### src/rtl/uart_pkg.sv
`default_nettype none
// ============================================================================
// uart_pkg : state encoding and baud defaults shared by the UART rx/tx pair
// Rev 1.0
// ============================================================================
package uart_pkg;

  localparam int SERIAL_COMM_DEF = 115200;
  localparam int CLK_SPEED_DEF   = 100_000_000;

  // Encoding is fixed so the transmitter decodes the same state values
  localparam logic [1:0] ST_IDLE  = 2'd0;
  localparam logic [1:0] ST_START = 2'd1;
  localparam logic [1:0] ST_DATA  = 2'd2;
  localparam logic [1:0] ST_STOP  = 2'd3;

  typedef enum logic [1:0] {
    IDLE  = ST_IDLE,
    START = ST_START,
    DATA  = ST_DATA,
    STOP  = ST_STOP
  } uart_state_e;

  function automatic int clks_per_bit(input int clk_speed, input int baud);
    return clk_speed / baud;
  endfunction

endpackage
`default_nettype wire

### src/rtl/uart_rx_if.sv
`default_nettype none
// ============================================================================
// uart_rx_if : serial pin, enable and received-byte signals of the receiver
// Rev 1.0
// ============================================================================
interface uart_rx_if;

  logic       en;
  logic       rx;
  logic [7:0] rx_data;
  logic       rx_valid;
  logic       frame_err;
  logic       rx_busy;

  modport master (
    output en, rx,
    input  rx_data, rx_valid, frame_err, rx_busy
  );

  modport slave (
    input  en, rx,
    output rx_data, rx_valid, frame_err, rx_busy
  );

endinterface
`default_nettype wire

### src/rtl/sync_2ff.sv
`default_nettype none
// ============================================================================
// sync_2ff : generic two-flop synchroniser for asynchronous inputs
// Rev 1.0
// ============================================================================
module sync_2ff #(
  parameter int               WIDTH   = 1,
  parameter logic [WIDTH-1:0] RST_VAL = '0
) (
  input  logic             clk,
  input  logic             rst_n,
  input  logic [WIDTH-1:0] d_i,
  output logic [WIDTH-1:0] q_o
);

  logic [WIDTH-1:0] meta_q;
  logic [WIDTH-1:0] sync_q;

  always_ff @(posedge clk or negedge rst_n) begin
    if (!rst_n) begin
      meta_q <= RST_VAL;
      sync_q <= RST_VAL;
    end else begin
      meta_q <= d_i;
      sync_q <= meta_q;
    end
  end

  assign q_o = sync_q;

endmodule
`default_nettype wire

### src/rtl/uart_rx.sv
`default_nettype none
// ============================================================================
// uart_rx : 8N1 receiver, mid-bit sampling, one-cycle valid / framing strobes
// Rev 1.0
// ============================================================================
module uart_rx
  import uart_pkg::*;
#(
  parameter int SERIAL_COMM = SERIAL_COMM_DEF,
  parameter int CLK_SPEED   = CLK_SPEED_DEF,
  parameter int TICK        = clks_per_bit(CLK_SPEED, SERIAL_COMM),
  parameter int HALF        = TICK / 2
) (
  input  logic     clk,
  input  logic     rst_n,
  uart_rx_if.slave bus
);

  localparam int             CW        = (TICK > 1) ? $clog2(TICK) : 1;
  localparam logic [CW-1:0]  TICK_LAST = CW'(TICK - 1);
  localparam logic [CW-1:0]  HALF_LAST = CW'(HALF - 1);
  localparam logic [CW-1:0]  CNT_ONE   = CW'(1);

  logic        rx_s;
  logic        rx_prev_q;
  uart_state_e state_q;
  logic [CW-1:0] count_q;
  logic [2:0]  bit_idx_q;
  logic [7:0]  shreg_q;
  logic [7:0]  rx_data_q;
  logic        rx_valid_q;
  logic        frame_err_q;
  logic        rx_busy_q;

  sync_2ff #(
    .WIDTH   (1),
    .RST_VAL (1'b1)
  ) u_sync (
    .clk   (clk),
    .rst_n (rst_n),
    .d_i   (bus.rx),
    .q_o   (rx_s)
  );

  always_ff @(posedge clk or negedge rst_n) begin
    if (!rst_n) begin
      rx_prev_q   <= 1'b1;
      state_q     <= IDLE;
      count_q     <= '0;
      bit_idx_q   <= '0;
      shreg_q     <= '0;
      rx_data_q   <= '0;
      rx_valid_q  <= 1'b0;
      frame_err_q <= 1'b0;
      rx_busy_q   <= 1'b0;
    end else begin
      // Edge history keeps tracking while disabled so re-enabling on a low line cannot fake a start
      rx_prev_q   <= rx_s;
      rx_valid_q  <= 1'b0;
      frame_err_q <= 1'b0;
      if (!bus.en) begin
        state_q   <= IDLE;
        count_q   <= '0;
        bit_idx_q <= '0;
        rx_busy_q <= 1'b0;
      end else begin
        case (state_q)
          IDLE: begin
            count_q   <= '0;
            rx_busy_q <= 1'b0;
            if (rx_prev_q && !rx_s) begin
              state_q   <= START;
              rx_busy_q <= 1'b1;
            end
          end
          START: begin
            if (count_q == HALF_LAST) begin
              count_q <= '0;
              if (rx_s) begin
                state_q   <= IDLE;
                rx_busy_q <= 1'b0;
              end else begin
                state_q   <= DATA;
                bit_idx_q <= '0;
              end
            end else begin
              count_q <= count_q + CNT_ONE;
            end
          end
          DATA: begin
            if (count_q == TICK_LAST) begin
              count_q <= '0;
              shreg_q <= {rx_s, shreg_q[7:1]};
              if (bit_idx_q == 3'd7) begin
                state_q <= STOP;
              end else begin
                bit_idx_q <= bit_idx_q + 3'd1;
              end
            end else begin
              count_q <= count_q + CNT_ONE;
            end
          end
          STOP: begin
            // Leaving at the stop-bit centre leaves half a bit to catch a gapless next start
            if (count_q == TICK_LAST) begin
              count_q   <= '0;
              state_q   <= IDLE;
              rx_busy_q <= 1'b0;
              if (rx_s) begin
                rx_data_q  <= shreg_q;
                rx_valid_q <= 1'b1;
              end else begin
                frame_err_q <= 1'b1;
              end
            end else begin
              count_q <= count_q + CNT_ONE;
            end
          end
          default: state_q <= IDLE;
        endcase
      end
    end
  end

  assign bus.rx_data   = rx_data_q;
  assign bus.rx_valid  = rx_valid_q;
  assign bus.frame_err = frame_err_q;
  assign bus.rx_busy   = rx_busy_q;

endmodule
`default_nettype wire

### src/flat_wrapper.sv
// flat-port wrapper written by rule: the top's interface ports become plain ports
module uart_rx_flat import uart_pkg::*;
#(
  parameter int SERIAL_COMM = SERIAL_COMM_DEF,
  parameter int CLK_SPEED   = CLK_SPEED_DEF,
  parameter int TICK        = clks_per_bit(CLK_SPEED, SERIAL_COMM),
  parameter int HALF        = TICK / 2
)
  (clk, rst_n, bus_en, bus_rx, bus_rx_data, bus_rx_valid, bus_frame_err, bus_rx_busy);
  uart_rx_if bus_i ();
  input  logic clk;
  input  logic rst_n;
  input wire logic [$bits(bus_i.en)-1:0] bus_en;
  input wire logic [$bits(bus_i.rx)-1:0] bus_rx;
  output wire logic [$bits(bus_i.rx_data)-1:0] bus_rx_data;
  output wire logic [$bits(bus_i.rx_valid)-1:0] bus_rx_valid;
  output wire logic [$bits(bus_i.frame_err)-1:0] bus_frame_err;
  output wire logic [$bits(bus_i.rx_busy)-1:0] bus_rx_busy;
  assign bus_i.en = bus_en;
  assign bus_i.rx = bus_rx;
  assign bus_rx_data = bus_i.rx_data;
  assign bus_rx_valid = bus_i.rx_valid;
  assign bus_frame_err = bus_i.frame_err;
  assign bus_rx_busy = bus_i.rx_busy;
  uart_rx #(.SERIAL_COMM(SERIAL_COMM), .CLK_SPEED(CLK_SPEED), .TICK(TICK), .HALF(HALF)) u_core (.clk(clk), .rst_n(rst_n), .bus(bus_i));
endmodule
### config.mk
export PLATFORM = sky130hd
export DESIGN_NAME = uart_rx_flat
export DESIGN_NICKNAME = d
export VERILOG_FILES = /design/src/rtl/uart_pkg.sv /design/src/rtl/uart_rx_if.sv /design/src/rtl/sync_2ff.sv /design/src/rtl/uart_rx.sv /design/src/flat_wrapper.sv
export SDC_FILE = /design/constraint.sdc
export NUM_CORES = 1
export LEC_CHECK = 0
export ABC_AREA = 1
export ABC_CLOCK_PERIOD_IN_PS = 1820
export CELL_PAD_IN_SITES_DETAIL_PLACEMENT = 0
export CELL_PAD_IN_SITES_GLOBAL_PLACEMENT = 2
export CORE_ASPECT_RATIO = 2
export CORE_UTILIZATION = 35
export DETAILED_ROUTE_END_ITERATION = 6
export GPL_TIMING_DRIVEN = 0
export HOLD_SLACK_MARGIN = 0.06
export PLACE_DENSITY_LB_ADDON = 0.1
export SYNTH_ARGS = -nofsm -noshare
export SYNTH_HDL_FRONTEND = slang
export SYNTH_SLANG_ARGS = --single-unit
### constraint.sdc
create_clock -name clk -period 1.82 [get_ports clk]
set_input_delay 0.273 -clock clk [delete_from_list [all_inputs] [get_ports clk]]
set_output_delay 0.273 -clock clk [all_outputs]
set_load 0.005 [all_outputs]
==> impl_metrics.yaml, run 1 <==
status:
  status: "finished, final reports clean"
sta:
  rsz0062_at_grt: "no"
  setup_viol: 0
  max_freq_mhz: 617
  period_minus_slack_ps: 1620
  whs_ps: 83.0
  finClkSkew_ps: 6.63
  worst_slew_pin_slew_ps: 825
  finalHoldViolCount: 0
  max-slew-margin-rel_pct: 45.0
  finalCritPeriodShare_pct: 89.1
  drv_slew: 0
final_layout:
  diodes: 0
  final_area_mm2: 0.00201
  layout-drive-gt1-share_pct: 14.4
  syn_to_final_growth_pct: 17.1
  mostFrequentLayoutCells: "53 x nand2_1, 34 x dfrtp_1, 27 x nor2_1"
  finish.utilization_pct: 43.3
  nets: 222
  final_common_cell: "nand2_1"
floorplan:
  die_w_um: 51.5
  dieArea_mm2: 0.00521
  io_pins: 15
  start_util_pct: 37.0
  die_h_um: 101
  row_count: 35
  coreArea_mm2: 0.00464
placed_design:
  hpwl_um: 2400
  port-buffer-count: 14
  dpl_cell_area_mm2: 0.00192
  gp_congestion: 0.708
global_routing:
  grt_overflow: 0
  antenna_found_initial: 0
  grt_util_all_layers_pct: 15.1
  grt_start_max_net_pins: 38
  grt_pass1_wl_um: 5820
  grt_pass1_vias: 1289
routing:
  drc: 0
  wl_per_cell_um: 12.2
  vias: 1249
  first_iter_violations: 23
  dr.pass1.iters: 4
  vias_per_cell: 4.63
  drtAntennaViolNets: 0
  routed_wl_um: 3300
setup_path:
  setup.worst_path.end_class: "flip-flop"
  cp-startpoint: "u_core.count_q[0]"
  r2r_cells: 9
  regToRegStartpoint: "u_core.count_q[0]"
  startpoint_type: "flip-flop"
  path_class: "reg2reg"
  worstPathArrival_ps: 1800
  cp_max_fo: 10
  cp.required_ps: 1990
  rr_endpoint: "u_core.bus.rx_data[0]"
  r2r_slack_ps: 200
yosys:
  yosys.area_share.adder_pct: 2.92
  synth_top_family_by_area: "simple AND/OR/NAND/NOR gates"
  synthesis.nets: 201
  synthSimpleGateAreaFrac_pct: 26.4
  synth-xor-area-share_pct: 3.57
  synth-edff-count: 0
  synthMuxAreaShare_pct: 0
  synthCells: 193
  synth-compound-area-share_pct: 7.07
  ys_ff_latch: 37
  avgSynthCellArea_um2: 8.89
  ys_types: 26
  synthArstFlopShare_pct: 100
  yosysWarningCount: 0
  yosysSeqAreaShare_pct: 54.2
  synth_ff_type: "dfrtp_1"
  syn-cell-area_mm2: 0.00172
clock_tree:
  cts_buffer_depth: 2
  numCtsBuffers: 5
  cts_tree: "yes"
  hold_buffers: 0
  htreeDepth: 2
  ctsResizeCount: 0
  clk_pin_slew_worst_paths_ps: 70
  clock_latency_ps: 280
  cts-root-buf: "clkbuf_8"
  cts_sinks: 37
  postCtsSetupBuffers: 0
job:
  maxCapViolations: 0
min_path:
  hold_path_class: "in2async"
power:
  ir_drop_mv: 0.556
  power.leakage_nw: 0.971
  power_density_mw_per_mm2: 873
  p_total_mw: 1.76
## critical path: stages, from the launching register on
cell and delay (ps):
dfrtp_1 400, ha_1 240, nand2_1 60, nor2_1 190, nand3_4 180, inv_2 100
nand2_2 80, buf_6 160, nand2_1 60, nand2_1 50
## where the power goes
group          switching (mW)  leakage, nW  internal [mW]
Clock                   0.270       0.0455          0.309
Sequential             0.0411        0.488          0.869
Combinational           0.177        0.438         0.0907
## logic make-up (layout without fill, tap and decap cells)
family | after synthesis | in the layout
AO/OA/AOI/OAI | 21 | 21
XOR/XNOR | 7 | 7
adder cells (fa/ha/maj) | 4 | 4
buffers and inverters | 23 | 45
flip-flops | 37 | 37
AND/OR/NAND/NOR | 101 | 101
## per-layer routing
metal  up-vias  track usage [%]  wire [um]
li1        644                -          -
met2        14             26.4       1730
met3         6             3.17         66
met1       585             16.8       1440
met4         0             7.28         70
met5         -                0          0
## through the flow
stage,TNS [ps],cells,setup WS (ps)
floorplan,0,193,411
global route,0,270,29.1
global placement,-12070,262,-357
CTS,0,270,185
finish,0,270,198
detailed placement,0,262,24.2
## worst max path at each step
stage	slack, ps	to	cells past startpoint
global placement	-360	u_core.count_q[0]	1
CTS	190	u_core.count_q[0]	8
detailed placement	20	u_core.state_q[1]	8
global route	30	u_core.count_q[5]	8
finish	200	u_core.bus.rx_data[0]	9
floorplan	410	u_core.bus.rx_data[4]	9
## sequential cells by signal, summed over array words and instances, names as in the netlist
name and count:
u_core.count_q 10, u_core.bus.rx_data 8, u_core.shreg_q 8, u_core.bit_idx_q 3, u_core.state_q 2, u_core.bus.frame_err 1, u_core.bus.rx_busy 1, u_core.bus.rx_valid 1
u_core.rx_prev_q 1, u_core.u_sync.meta_q 1, u_core.u_sync.q_o 1
## Yosys cell counts (3+ instances only)
master | instances | area share, %
a21oi_1 | 3 | 0.87
nand3_1 | 4 | 1.2
nand2_1 | 53 | 12
ha_1 | 4 | 2.9
inv_2 | 3 | 0.66
o21ai_0 | 7 | 2.0
nor2_1 | 27 | 5.9
o21ai_1 | 6 | 1.7
dfrtp_1 | 34 | 50
xor2_1 | 6 | 3.1
nand2_2 | 7 | 2.6
inv_1 | 18 | 3.9
dfstp_2 | 3 | 4.6
o21ai_2 | 3 | 1.5
## layout make-up
class,instances,area (um^2)
Buffer,2,22.5
Clock buffer,8,90.1
Fill cell,522,2630
Inverter,21,78.8
Multi-Input combinational cell,133,686
Sequential cell,37,930
Tap cell,55,68.8
Timing Repair Buffer,14,135
(Power assumes the default switching activity.)
==> inputs of run 2 (changes only) <==
Settings changed: CAP_MARGIN from default to 25.
==> results of run 2 <==
The final DEF is identical to that of run 1; final timing and power are the same.
==> inputs of run 3 (changes only) <==
Settings changed: CORE_MARGIN from default to 3, CORE_UTILIZATION 35 to 36, CTS_BUF_LIST from default to sky130_fd_sc_hd__clkbuf_4 sky130_fd_sc_hd__clkbuf_8, GPL_ROUTABILITY_DRIVEN from default to 0.
==> run 3 against run 2 <==
  * Fmax increased by 1.0%
  * Sequential cell count unchanged
  * Setup slack better by 17 ps
  * Critical endpoint unchanged
  * Largest power group unchanged
==> impl_metrics.yaml, run 3 (synthesis results as in run 1) <==
power:
  ir_drop_mv: 0.514
  power_density_mw_per_mm2: 937
  p_total_mw: 1.91
  power.leakage_nw: 0.983
global_routing:
  grt_overflow: 0
  grt_pass1_vias: 1350
  antenna_found_initial: 0
  grt_pass1_wl_um: 5970
  grt_util_all_layers_pct: 14.7
  grt_start_max_net_pins: 38
sta:
  fin_setup_tns_ps: 0
  rsz0062_at_grt: "no"
  finClkSkew_ps: 4.54
  max_freq_mhz: 623
  max-slew-margin-rel_pct: 45.1
  whs_ps: 85.1
  setup_viol: 0
  finalHoldViolCount: 0
  period_minus_slack_ps: 1610
  worst_slew_pin_slew_ps: 824
  finalCritPeriodShare_pct: 88.2
  drv_slew: 0
  layout_setup_ws_ps: 215
clock_tree:
  ctsResizeCount: 0
  numCtsBuffers: 5
  cts_buffer_depth: 2
  hold_buffers: 0
  cts_sinks: 37
  cts_tree: "yes"
  clk_pin_slew_worst_paths_ps: 70
  clock_latency_ps: 280
  htreeDepth: 2
  cts-root-buf: "clkbuf_8"
  postCtsSetupBuffers: 0
setup_path:
  cp_max_fo: 10
  setup.worst_path.end_class: "flip-flop"
  path_class: "reg2reg"
  path_common_cell: "nand2_1"
  cp.required_ps: 2000
  timing.critical_path.slowest_stage_cell: "dfrtp_1"
  worstPathArrival_ps: 1780
  r2r_cells: 9
  r2r_slack_ps: 210
  cp_cell_sequence: "ha_1, nand2_1, nor2_1, nand3_4, inv_2, nand2_2, buf_6, nand2_1, nand2_1"
  startpoint_type: "flip-flop"
  slowest_delay_ps: 400
floorplan:
  dieArea_mm2: 0.00568
  coreArea_mm2: 0.00460
  die_w_um: 54.8
  start_util_pct: 37.3
  io_pins: 15
  row_count: 35
  die_h_um: 104
final_layout:
  layout-drive-gt1-share_pct: 15.3
  top_register: "u_core.count_q"
  final_common_cell: "nand2_1"
  nets: 222
  stdcell_count: 270
  nFillCells: 478
  mostFrequentLayoutCells: "53 x nand2_1, 34 x dfrtp_1, 27 x nor2_1"
  finish.utilization_pct: 44.4
  largest_reg_flops: 10
  diodes: 0
  syn_to_final_growth_pct: 18.9
  final_area_mm2: 0.00204
job:
  maxCapViolations: 0
placed_design:
  hpwl_um: 2720
  dpl_cell_area_mm2: 0.00192
  pre_cts_ws_ps: 12.6
  port-buffer-count: 14
  dp_cells: 262
routing:
  drc: 0
  met2_length_um: 2120
  wl_met1_um: 1290
  wl_met3_um: 51
  drtAntennaViolNets: 0
  dr.pass1.iters: 4
  routed_wl_um: 3500
  first_iter_violations: 12
  wl_per_cell_um: 13.0
  vias_per_cell: 4.66
  vias: 1257
  routed.top_layer: "met4"
status:
  status: "finished, final reports clean"
min_path:
  hold_path_class: "in2async"
## run 3: changes by cell type in the layout (fill, tap and decap cells not counted), sizes merged
cell      delta
clkinvlp     +1
clkbuf       -2
bufinv       +1
## run 3: where the power goes
part / leakage, nW / internal [mW] / switching (mW)
sequential: 0.488 / 0.868 / 0.0411
combinational: 0.438 / 0.0910 / 0.178
clock: 0.0574 / 0.445 / 0.287
total: 0.983 / 1.40 / 0.507
## run 3: area by class of cell
type                    instances  area, um^2  area share (%)
flip-flops and latches         37         930            45.6
multi-input cells             133         686            33.6
repair buffers                 14         135            6.62
clock buffers                   6        82.6            4.05
inverters                      21        78.8            3.86
well taps                      55        68.8            3.37
clock inverters                 2        37.5            1.84
plain buffers                   2        22.5            1.10
## run 3: path summary, 6_finish.rpt
kind,to,start
setup / recovery,u_core.bus.rx_data[0],u_core.count_q[0]
hold / removal,u_core.count_q[0],rst_n
setup reg to reg,u_core.bus.rx_data[0],u_core.count_q[0]
hold reg to reg,u_core.u_sync.q_o,u_core.u_sync.meta_q
max in group asynchronous,u_core.count_q[5],rst_n
min in group clk,u_core.u_sync.q_o,u_core.u_sync.meta_q
## run 3: metal layers
layer	vias to the layer above	GRT usage [%]
li1	647	-
met1	601	14.6
met5	-	0
met4	0	6.42
met3	2	3.45
met2	7	26.5
## run 3: worst max-delay path: cells and delay by family, from the launching register on
family / cells / cell delay, ps
buf+inv: 2 / 260
fa+ha+maj: 1 / 230
simple gates: 6 / 620
flops: 1 / 400
